`src/rtl/traffic_pkg.sv`:
```
// Shared encodings for the intersection light controllers: phases, FSM states
// and the round-robin successor used when picking the next phase to serve.
package traffic_pkg;

    localparam int TIMER_W = 6;
    localparam logic [TIMER_W-1:0] TIMER_SAT = '1;

    typedef enum logic [1:0] {
        PH_MAIN = 2'd0,
        PH_SIDE = 2'd1,
        PH_LEFT = 2'd2,
        PH_WALK = 2'd3
    } phase_t;

    typedef enum logic [1:0] {
        ST_GREEN  = 2'd0,
        ST_YELLOW = 2'd1,
        ST_ALLRED = 2'd2
    } state_t;

    // Successor in the SIDE -> LEFT -> WALK -> SIDE rotation; MAIN never rotates.
    function automatic phase_t rr_next(input phase_t p);
        case (p)
            PH_SIDE: rr_next = PH_LEFT;
            PH_LEFT: rr_next = PH_WALK;
            default: rr_next = PH_SIDE;
        endcase
    endfunction

endpackage

```
`src/rtl/tick_gen.sv`:
```
// Free-running prescaler producing a one-clk tick every TICK_DIV clocks.
// Shared by the light controllers so all of them agree on the 1 s time base.
module tick_gen #(
    parameter int TICK_DIV = 50_000_000
) (
    input  logic clk,
    input  logic rst,
    output logic tick
);

    localparam int CW = (TICK_DIV > 2) ? $clog2(TICK_DIV) : 1;
    localparam logic [CW-1:0] LAST = CW'(TICK_DIV - 1);

    logic [CW-1:0] r_cnt;

    always_ff @(posedge clk) begin
        if (rst) begin
            r_cnt <= '0;
        end else if (r_cnt == LAST) begin
            r_cnt <= '0;
        end else begin
            r_cnt <= r_cnt + 1'b1;
        end
    end

    assign tick = (r_cnt == LAST);

endmodule

```
`src/rtl/intersection_phase_scheduler.sv`:
```
// Round-robin phase scheduler for one intersection: MAIN rests, SIDE/LEFT/WALK
// are served on request with MAIN inserted between any two of them.
//
//   state     | meaning
//   ----------+------------------------------------------------------------
//   ST_GREEN  | r_phase has its green (or walk) lamp; min/max green enforced
//   ST_YELLOW | clearing a vehicle phase (never entered from WALK)
//   ST_ALLRED | all-red clearance; next phase chosen on exit
module intersection_phase_scheduler
    import traffic_pkg::*;
#(
    parameter int TICK_DIV  = 50_000_000,
    parameter int MIN_GREEN = 6,
    parameter int MAX_GREEN = 12,
    parameter int YELLOW_T  = 2,
    parameter int ALLRED_T  = 1,
    parameter int WALK_T    = 3
) (
    input  logic       clk,
    input  logic       rst,
    input  logic [2:0] req_in,
    output logic [3:0] grant,
    output logic [2:0] yellow,
    output logic       all_red,
    output logic [1:0] cur_phase,
    output logic [2:0] req_pend
);

    localparam logic [TIMER_W-1:0] MIN_LAST  = TIMER_W'(MIN_GREEN - 1);
    localparam logic [TIMER_W-1:0] MAX_LAST  = TIMER_W'(MAX_GREEN - 1);
    localparam logic [TIMER_W-1:0] YEL_LAST  = TIMER_W'(YELLOW_T - 1);
    localparam logic [TIMER_W-1:0] AR_LAST   = TIMER_W'(ALLRED_T - 1);
    localparam logic [TIMER_W-1:0] WALK_LAST = TIMER_W'(WALK_T - 1);

    state_t               r_state;
    phase_t               r_phase;
    phase_t               r_rr;
    logic [TIMER_W-1:0]   r_timer;
    logic [2:0]           r_pend;

    state_t               w_state_nxt;
    phase_t               w_phase_nxt;
    phase_t               w_rr_nxt;
    phase_t               w_sel;
    logic                 w_tick;
    logic                 w_own_req;
    logic [2:0]           w_green_own;
    logic [2:0]           w_pend_nxt;

    function automatic logic is_pending(input logic [2:0] pend, input phase_t p);
        case (p)
            PH_SIDE: is_pending = pend[0];
            PH_LEFT: is_pending = pend[1];
            PH_WALK: is_pending = pend[2];
            default: is_pending = 1'b0;
        endcase
    endfunction

    // First pending phase scanning from start in rotation order; MAIN if none.
    function automatic phase_t pick(input logic [2:0] pend, input phase_t start);
        phase_t c;
        logic   done;
        c    = start;
        done = 1'b0;
        pick = PH_MAIN;
        for (int k = 0; k < 3; k++) begin
            if (!done && is_pending(pend, c)) begin
                pick = c;
                done = 1'b1;
            end
            c = rr_next(c);
        end
    endfunction

    tick_gen #(.TICK_DIV(TICK_DIV)) u_tick_gen (
        .clk  (clk),
        .rst  (rst),
        .tick (w_tick)
    );

    always_comb begin
        w_green_own = 3'b000;
        if (r_state == ST_GREEN) begin
            case (r_phase)
                PH_SIDE: w_green_own = 3'b001;
                PH_LEFT: w_green_own = 3'b010;
                PH_WALK: w_green_own = 3'b100;
                default: w_green_own = 3'b000;
            endcase
        end
        w_own_req = (r_phase == PH_SIDE) ? req_in[0] : req_in[1];
    end

    always_comb begin
        w_state_nxt = r_state;
        w_phase_nxt = r_phase;
        w_rr_nxt    = r_rr;
        w_sel       = pick(r_pend, r_rr);
        if (w_tick) begin
            case (r_state)
                ST_GREEN: begin
                    case (r_phase)
                        PH_MAIN: begin
                            if (r_timer >= MIN_LAST && r_pend != 3'b000)
                                w_state_nxt = ST_YELLOW;
                        end
                        PH_SIDE, PH_LEFT: begin
                            if (r_timer >= MAX_LAST || (r_timer >= MIN_LAST && !w_own_req))
                                w_state_nxt = ST_YELLOW;
                        end
                        default: begin
                            if (r_timer >= WALK_LAST)
                                w_state_nxt = ST_ALLRED;
                        end
                    endcase
                end
                ST_YELLOW: begin
                    if (r_timer >= YEL_LAST)
                        w_state_nxt = ST_ALLRED;
                end
                ST_ALLRED: begin
                    if (r_timer >= AR_LAST) begin
                        w_state_nxt = ST_GREEN;
                        if (r_phase != PH_MAIN) begin
                            w_phase_nxt = PH_MAIN;
                        end else if (r_pend != 3'b000) begin
                            w_phase_nxt = w_sel;
                            w_rr_nxt    = rr_next(w_sel);
                        end else begin
                            w_phase_nxt = PH_MAIN;
                        end
                    end
                end
                default: begin
                    w_state_nxt = ST_GREEN;
                    w_phase_nxt = PH_MAIN;
                end
            endcase
        end
    end

    // Requests for the phase already green are extensions, not new demand;
    // the bit of a phase entering green is cleared even if requested now.
    always_comb begin
        w_pend_nxt = r_pend | (req_in & ~w_green_own);
        if (r_state != ST_GREEN && w_state_nxt == ST_GREEN) begin
            case (w_phase_nxt)
                PH_SIDE: w_pend_nxt[0] = 1'b0;
                PH_LEFT: w_pend_nxt[1] = 1'b0;
                PH_WALK: w_pend_nxt[2] = 1'b0;
                default: ;
            endcase
        end
    end

    always_ff @(posedge clk) begin
        if (rst) begin
            r_state <= ST_GREEN;
            r_phase <= PH_MAIN;
            r_rr    <= PH_SIDE;
            r_timer <= '0;
            r_pend  <= 3'b000;
        end else begin
            r_state <= w_state_nxt;
            r_phase <= w_phase_nxt;
            r_rr    <= w_rr_nxt;
            r_pend  <= w_pend_nxt;
            if (w_tick) begin
                if (w_state_nxt != r_state)
                    r_timer <= '0;
                else if (r_timer != TIMER_SAT)
                    r_timer <= r_timer + 1'b1;
            end
        end
    end

    always_comb begin
        grant   = 4'b0000;
        yellow  = 3'b000;
        all_red = 1'b0;
        case (r_state)
            ST_GREEN: begin
                case (r_phase)
                    PH_MAIN: grant = 4'b0001;
                    PH_SIDE: grant = 4'b0010;
                    PH_LEFT: grant = 4'b0100;
                    default: grant = 4'b1000;
                endcase
            end
            ST_YELLOW: begin
                case (r_phase)
                    PH_MAIN: yellow = 3'b001;
                    PH_SIDE: yellow = 3'b010;
                    PH_LEFT: yellow = 3'b100;
                    default: all_red = 1'b1;
                endcase
            end
            default: all_red = 1'b1;
        endcase
    end

    assign cur_phase = r_phase;
    assign req_pend  = r_pend;

endmodule

```
`config.mk`:
```
export PLATFORM = sky130hd
export DESIGN_NAME = intersection_phase_scheduler
export DESIGN_NICKNAME = d
export VERILOG_FILES = /design/src/rtl/traffic_pkg.sv /design/src/rtl/tick_gen.sv /design/src/rtl/intersection_phase_scheduler.sv
export SDC_FILE = /design/constraint.sdc
export NUM_CORES = 1
export LEC_CHECK = 0
export ABC_AREA = 1
export CORE_ASPECT_RATIO = 1.25
export CORE_UTILIZATION = 25
export CTS_BUF_LIST = sky130_fd_sc_hd__clkbuf_8
export CTS_CLUSTER_SIZE = 10
export DETAILED_ROUTE_END_ITERATION = 16
export PLACE_DENSITY = 0.45
export SLEW_MARGIN = 5
export SYNTH_ARGS = -nofsm -noshare
export SYNTH_HDL_FRONTEND = slang
export SYNTH_SLANG_ARGS = --single-unit
```
`constraint.sdc`:
```
create_clock -name clk -period 2.68 [get_ports clk]
set_input_delay 0.268 -clock clk [delete_from_list [all_inputs] [get_ports clk]]
set_output_delay 0.268 -clock clk [all_outputs]
set_load 0.03 [all_outputs]
```
==> results.txt, run 1 <==
status: completed
dominant cell type by area after synthesis: dfxtp_1
drt via density: 4.43
Final Hold Violating Endpoints: 0
root buf cell: clkbuf_8
pre-CTS WS: 0.520 ns
GR met2 Demand/Resource: 0.222
CORE AREA: 10,600 sq um
global-route wire length before repair: 11.1 mm
initial antenna violation count: 0
P&R area growth vs syn: 15.0%
Crit Path Class: flop to flop
Mapped Area: 2740 sq um
cells along the critical path: inv_1 -> ha_1 -> inv_1 -> nand2_1 -> nand3_1 -> o21ai_0 -> nand3_1 -> o21ai_0 -> inv_1 -> ha_1 -> a21oi_1
Commonest cells post-synth: nand2_1, inv_1, nor2_1
CTS tree: yes
Placed Instances: 553
Placer Congestion: 0.771
Top Ports: 18
layout cells sized above 1: 0.107
post-synth top area share: 0.300
DRC: 0
Final Util: 0.297
clock slew at reported path FFs: 0.08 ns
Global Route met3 Usage: 0.0230
final wirelength: 6.27 mm
Req. time, crit path: 2.91 ns
Die Ht: 119 um
Routed Antenna Nets: 0
RSZ-0062 raised after global routing: no
#FFs+latches synth: 41
worst path buffer plus inverter count: 3
Via Count: 2,488
antenna diode count: 0
CP Data Arrival Time: 2.44 ns
Initial Utilization: 0.258
CP max stage delay: 0.40 ns
Site Rows: 42
Synthesized Nets: 428
final setup margin: 0.468 ns
R2R setup slack: 0.47 ns
setup TNS: 0 ns
crit-path leading delay family: adder cells
Least-Margin Pin Slew: 0.450 ns
CTS HTree Levels: 2
Overflow after GRT: 0
hpwl dp: 4.98 mm
Clock Sinks: 41
routing usage on met1: 0.140
Netlist cell types: 38
synthesized area per cell: 6.75 sq um
slew margin rel.: 0.699
crit path launch type: flop
max-cap violations: 0
Static Leak: 1.33 nW
slowest cell on the critical path: dfxtp_1
global route hottest layer: met2
Skew-Pair Late Insertion Delay: 0.30 ns
Final setup violation count: 0
Synth area leaders: dfxtp_1, nand2_1, inv_1, nor2_1, ha_1
via count of the first global-routing pass: 2,478
Tot Pwr: 1.11 mW
Non-Filler Instances: 561
largest net degree at the start of global routing: 18
Hold/Removal Path Class: flop to flop
most common cell in the netlist: nand2_1
DRT iter0 DRCs: 69
total die area: 11,400 sq um
routed length per instance: 11.2 um
DR pass1 iterations: 4
critical path peak fanout: 5
post-layout net count: 450
cell mode on critical path: inv_1
CTS Buf Count: 5
Max IR drop VDD: 0.000174 V
asr flop ratio synth: 0
commonest register cell after synthesis: dfxtp_1
Post-synth EDFFs: 0
clk_skew: 0.00721 ns
fin. max-slew vios: 0
minimum clock period after layout: 2.21 ns
Tcrit/Tclk final: 0.825
pwr dens: 351 nW/um^2
Total GRT Usage: 0.121
CP endpoint kind: flop
Syn Inst Count: 406
Hold Buf Count CTS: 0
Fmax achieved: 452 MHz
Seq/Total Area, Yosys: 0.300
Yosys warning count: 0
setup bufs post-CTS: 0
I/O Buffers: 17
CTS-repair resized insts: 0
Die Wd: 95.6 um
CTS Buffer Depth: 2
## metrics by stage
stage,instance area (sq um),hold slack (ns)
floorplan,2740,0.429
global placement,3060,0.442
detailed placement,3060,0.453
CTS,3150,0.476
global route,3150,0.487
finish,3150,0.470
## flip-flops by register name, indices dropped and copies added, names as in the netlist
name / cells
u_tick_gen.r_cnt: 26
r_timer: 6
req_pend: 3
cur_phase: 2
r_rr: 2
r_state: 2
## path summary, 6_finish.rpt
check	cells after the start	end	from
worst max-delay path	11	r_rr[1]	r_rr[0]
worst min-delay path	1	u_tick_gen.r_cnt[0]	u_tick_gen.r_cnt[0]
worst max register to register	11	r_rr[1]	r_rr[0]
worst min register to register	1	u_tick_gen.r_cnt[0]	u_tick_gen.r_cnt[0]
## per-layer routing
layer / wire length [um] / up-vias
met4: 91 / 0
met2: 3110 / 40
li1: - / 1329
met3: 184 / 9
met1: 2880 / 1110
met5: 0 / -
## cells by family after synthesis
family,count (synthesis),share of synthesized area
and+or+nand+nor,227,0.420
buffers and inverters,72,0.102
AOI/OAI and AO/OA,46,0.0913
DFF,41,0.300
adders and majority gates,17,0.0776
xor gates and xnor gates,3,0.00959
## final cells by class
cell class / instances / area (sq um)
Fill cell: 1207 / 7460
Clock inverter: 3 / 17.5
Clock buffer: 5 / 68.8
Inverter: 70 / 268
Tap cell: 132 / 165
Timing Repair Buffer: 17 / 170
Multi-Input combinational cell: 293 / 1640
Sequential cell: 41 / 821
## layout by cell type (no fill, tap or decap), types with 2 or more instances in the layout
master	count
nand2_1	91
nand3_4	2
nand4_1	12
xnor2_1	2
nor2_4	7
inv_2	5
a21oi_1	22
inv_1	64
o21ai_1	2
nand3_2	6
nand2_4	2
nor3b_1	3
nor3_1	11
nand3_1	15
clkinv_2	2
nor3_2	3
ha_1	17
o21ai_0	14
nor2_1	61
clkdlybuf4s50_1	17
o211ai_1	2
a31oi_1	2
nor4_1	2
dfxtp_1	41
nor2_2	2
nand2_2	3
or2_2	2
clkbuf_8	5
## report_power, final
group	switching, mW	internal [mW]	total (mW)
combinational	0.0445	0.0270	0.0715
sequential	0.00820	0.616	0.624
clock	0.230	0.180	0.410
(Power assumes the default switching activity.)
==> run 2, diff against run 1 <==
--- a/config.mk
+++ b/config.mk
@@ -11,7 +11,7 @@
 export CTS_BUF_LIST = sky130_fd_sc_hd__clkbuf_8
 export CTS_CLUSTER_SIZE = 10
 export DETAILED_ROUTE_END_ITERATION = 16
-export PLACE_DENSITY = 0.45
+export PLACE_DENSITY = 0.47
 export SLEW_MARGIN = 5
 export SYNTH_ARGS = -nofsm -noshare
 export SYNTH_HDL_FRONTEND = slang
==> constraint.sdc (replaced) <==
create_clock -name clk -period 1.8 [get_ports clk]
set_input_delay 0.18 -clock clk [delete_from_list [all_inputs] [get_ports clk]]
set_output_delay 0.18 -clock clk [all_outputs]
set_load 0.03 [all_outputs]
==> run 2 against run 1 <==
Against the previous run: the flow now finishes with violations (negative setup slack); combinational power rose to 2.6 times the previous value; setup slack got worse by 0.51 ns; clock power rose by 53%; non-clock buffer count rose by 60; critical path depth fell by 1; largest cell class unchanged.
==> results.txt, run 2 (same netlist as run 1, synthesis figures left out) <==
status: finished with violations
failing checks: negative setup slack
DR pass1 iterations: 5
cells along the critical path: inv_4 -> ha_4 -> buf_4 -> o21ai_4 -> nand3_4 -> nand3_2 -> o21ai_4 -> buf_6 -> o21ai_4 -> and2_4
via count of the first global-routing pass: 2,707
CTS HTree Levels: 2
Net Sw Frac: 0.253
CP Data Arrival Time: 2.09 ns
Via Count: 2,780
max-cap violations: 0
layout cells sized above 1: 0.375
Die Wd: 95.6 um
P&R area growth vs syn: 46.5%
setup TNS: -0.0756 ns
routed length per instance: 11.8 um
Hold Path Depth: 2
Routed Antenna Nets: 0
Final Hold Violating Endpoints: 0
global-route wire length before repair: 12.0 mm
CP max stage delay: 0.37 ns
clk_skew: 0.0109 ns
hpwl dp: 5.50 mm
CTS Buf Count: 5
Die Ht: 119 um
pwr dens: 433 nW/um^2
DRT iter0 DRCs: 71
I/O Buffers: 17
clock slew at reported path FFs: 0.08 ns
root buf cell: clkbuf_8
Site Rows: 42
cell mode on critical path: o21ai_4
crit-path leading delay family: simple AND/OR/NAND/NOR gates
Crit Path Class: flop to flop
Overflow after GRT: 0
Final setup violation count: 4
Static Leak: 1.76 nW
RSZ-0062 raised after global routing: yes
worst path buffer plus inverter count: 3
most common cell after layout, fill and taps aside: nand2_1
Least-Margin Pin Slew: 0.408 ns
CORE AREA: 10,600 sq um
Hold Buf Count CTS: 0
post-layout net count: 510
Cell Int Power: 1.30 mW
crit path launch type: flop
worst-case reg-to-reg path depth: 10
Max IR drop VDD: 0.000336 V
drt via density: 4.48
Hold/Removal Path Class: flop to flop
Top Ports: 18
DRC: 0
critical path peak fanout: 4
final setup margin: -0.0434 ns
Fmax achieved: 542 MHz
CP endpoint kind: flop
largest reg by FF count: u_tick_gen.r_cnt
Req. time, crit path: 2.05 ns
total die area: 11,400 sq um
Net Sw Power: 0.440 mW
CP Depth: 10
final wirelength: 7.30 mm
Tot Pwr: 1.74 mW
Largest register FFs: 26
Clock Sinks: 41
Comb power frac: 0.107
Initial Utilization: 0.258
CTS tree: yes
most frequent cells in the layout: nand2_1, inv_1, nor2_1, buf_4, dfxtp_1
initial antenna violation count: 0
minimum clock period after layout: 1.84 ns
largest net degree at the start of global routing: 13
Placer Congestion: 0.801
Sequential Power Share: 0.533
slew margin rel.: 0.726
Skew-Pair Late Insertion Delay: 0.30 ns
CTS Buffer Depth: 2
antenna diode count: 0
slowest cell on the critical path: dfxtp_4
fin. max-slew vios: 0
Tcrit/Tclk final: 1.02
Total GRT Usage: 0.132
Clk pwr share: 0.361
## run 2: metrics by stage
stage	area, sq um	utilization	setup WS, ns	std cells	hold slack [ns]
final	4020	0.378	-0.0434	620	0.507
after global routing	4020	0.378	-0.0839	620	0.520
after CTS	3630	0.342	-0.0334	612	0.502
after detailed placement	3480	0.328	-0.112	604	0.494
after global placement	3480	0.328	-0.0250	604	0.485
after floorplan	2760	-	-0.00892	406	0.413
## run 2: cell type report
| type | instances | area [sq um] |
|---|---|---|
| clock inverters | 1 | 3.75 |
| multi-input cells | 293 | 1990 |
| inverters | 70 | 283 |
| clock buffers | 6 | 82.6 |
| fillers | 1123 | 6600 |
| repair buffers | 77 | 642 |
| well taps | 132 | 165 |
| flip-flops and latches | 41 | 845 |
## run 2: tightest hold or removal path: stages (launching register included)
cell and delay [ns]:
dfxtp_1 0.34, nand2_1 0.09, a21oi_2 0.04
## run 2: routing by layer
layer	share of wire	global-route usage	up-vias
li1	-	-	1453
met1	0.42	0.146	1285
met2	0.53	0.247	31
met3	0.024	0.0243	11
met4	0.017	0.0392	0
met5	0	0	-
## run 2: power by group through the flow
stage,sequential (mW),clock (mW),combinational (mW)
final,0.926,0.627,0.185
after global routing,0.928,0.689,0.204
after CTS,0.925,0.659,0.144
after detailed placement,0.950,0,0.137
after global placement,0.949,0,0.136
after floorplan,0.957,0,0.0649
## run 2: worst paths after layout
kind                                      to  slack, ns       start
worst max register to register  cur_phase[0]      -0.04     r_rr[0]
worst max-delay path            cur_phase[0]      -0.04     r_rr[0]
worst min register to register    r_timer[3]       0.51  r_timer[3]
worst min-delay path              r_timer[3]       0.51  r_timer[3]
## run 2: what timing repair did
item                                   CTS  global route
pin swaps                                7            34
gates resized for setup                 28            95
setup endpoints to repair               19            26
endpoints found under the hold margin    0             0
setup buffers                            1             8
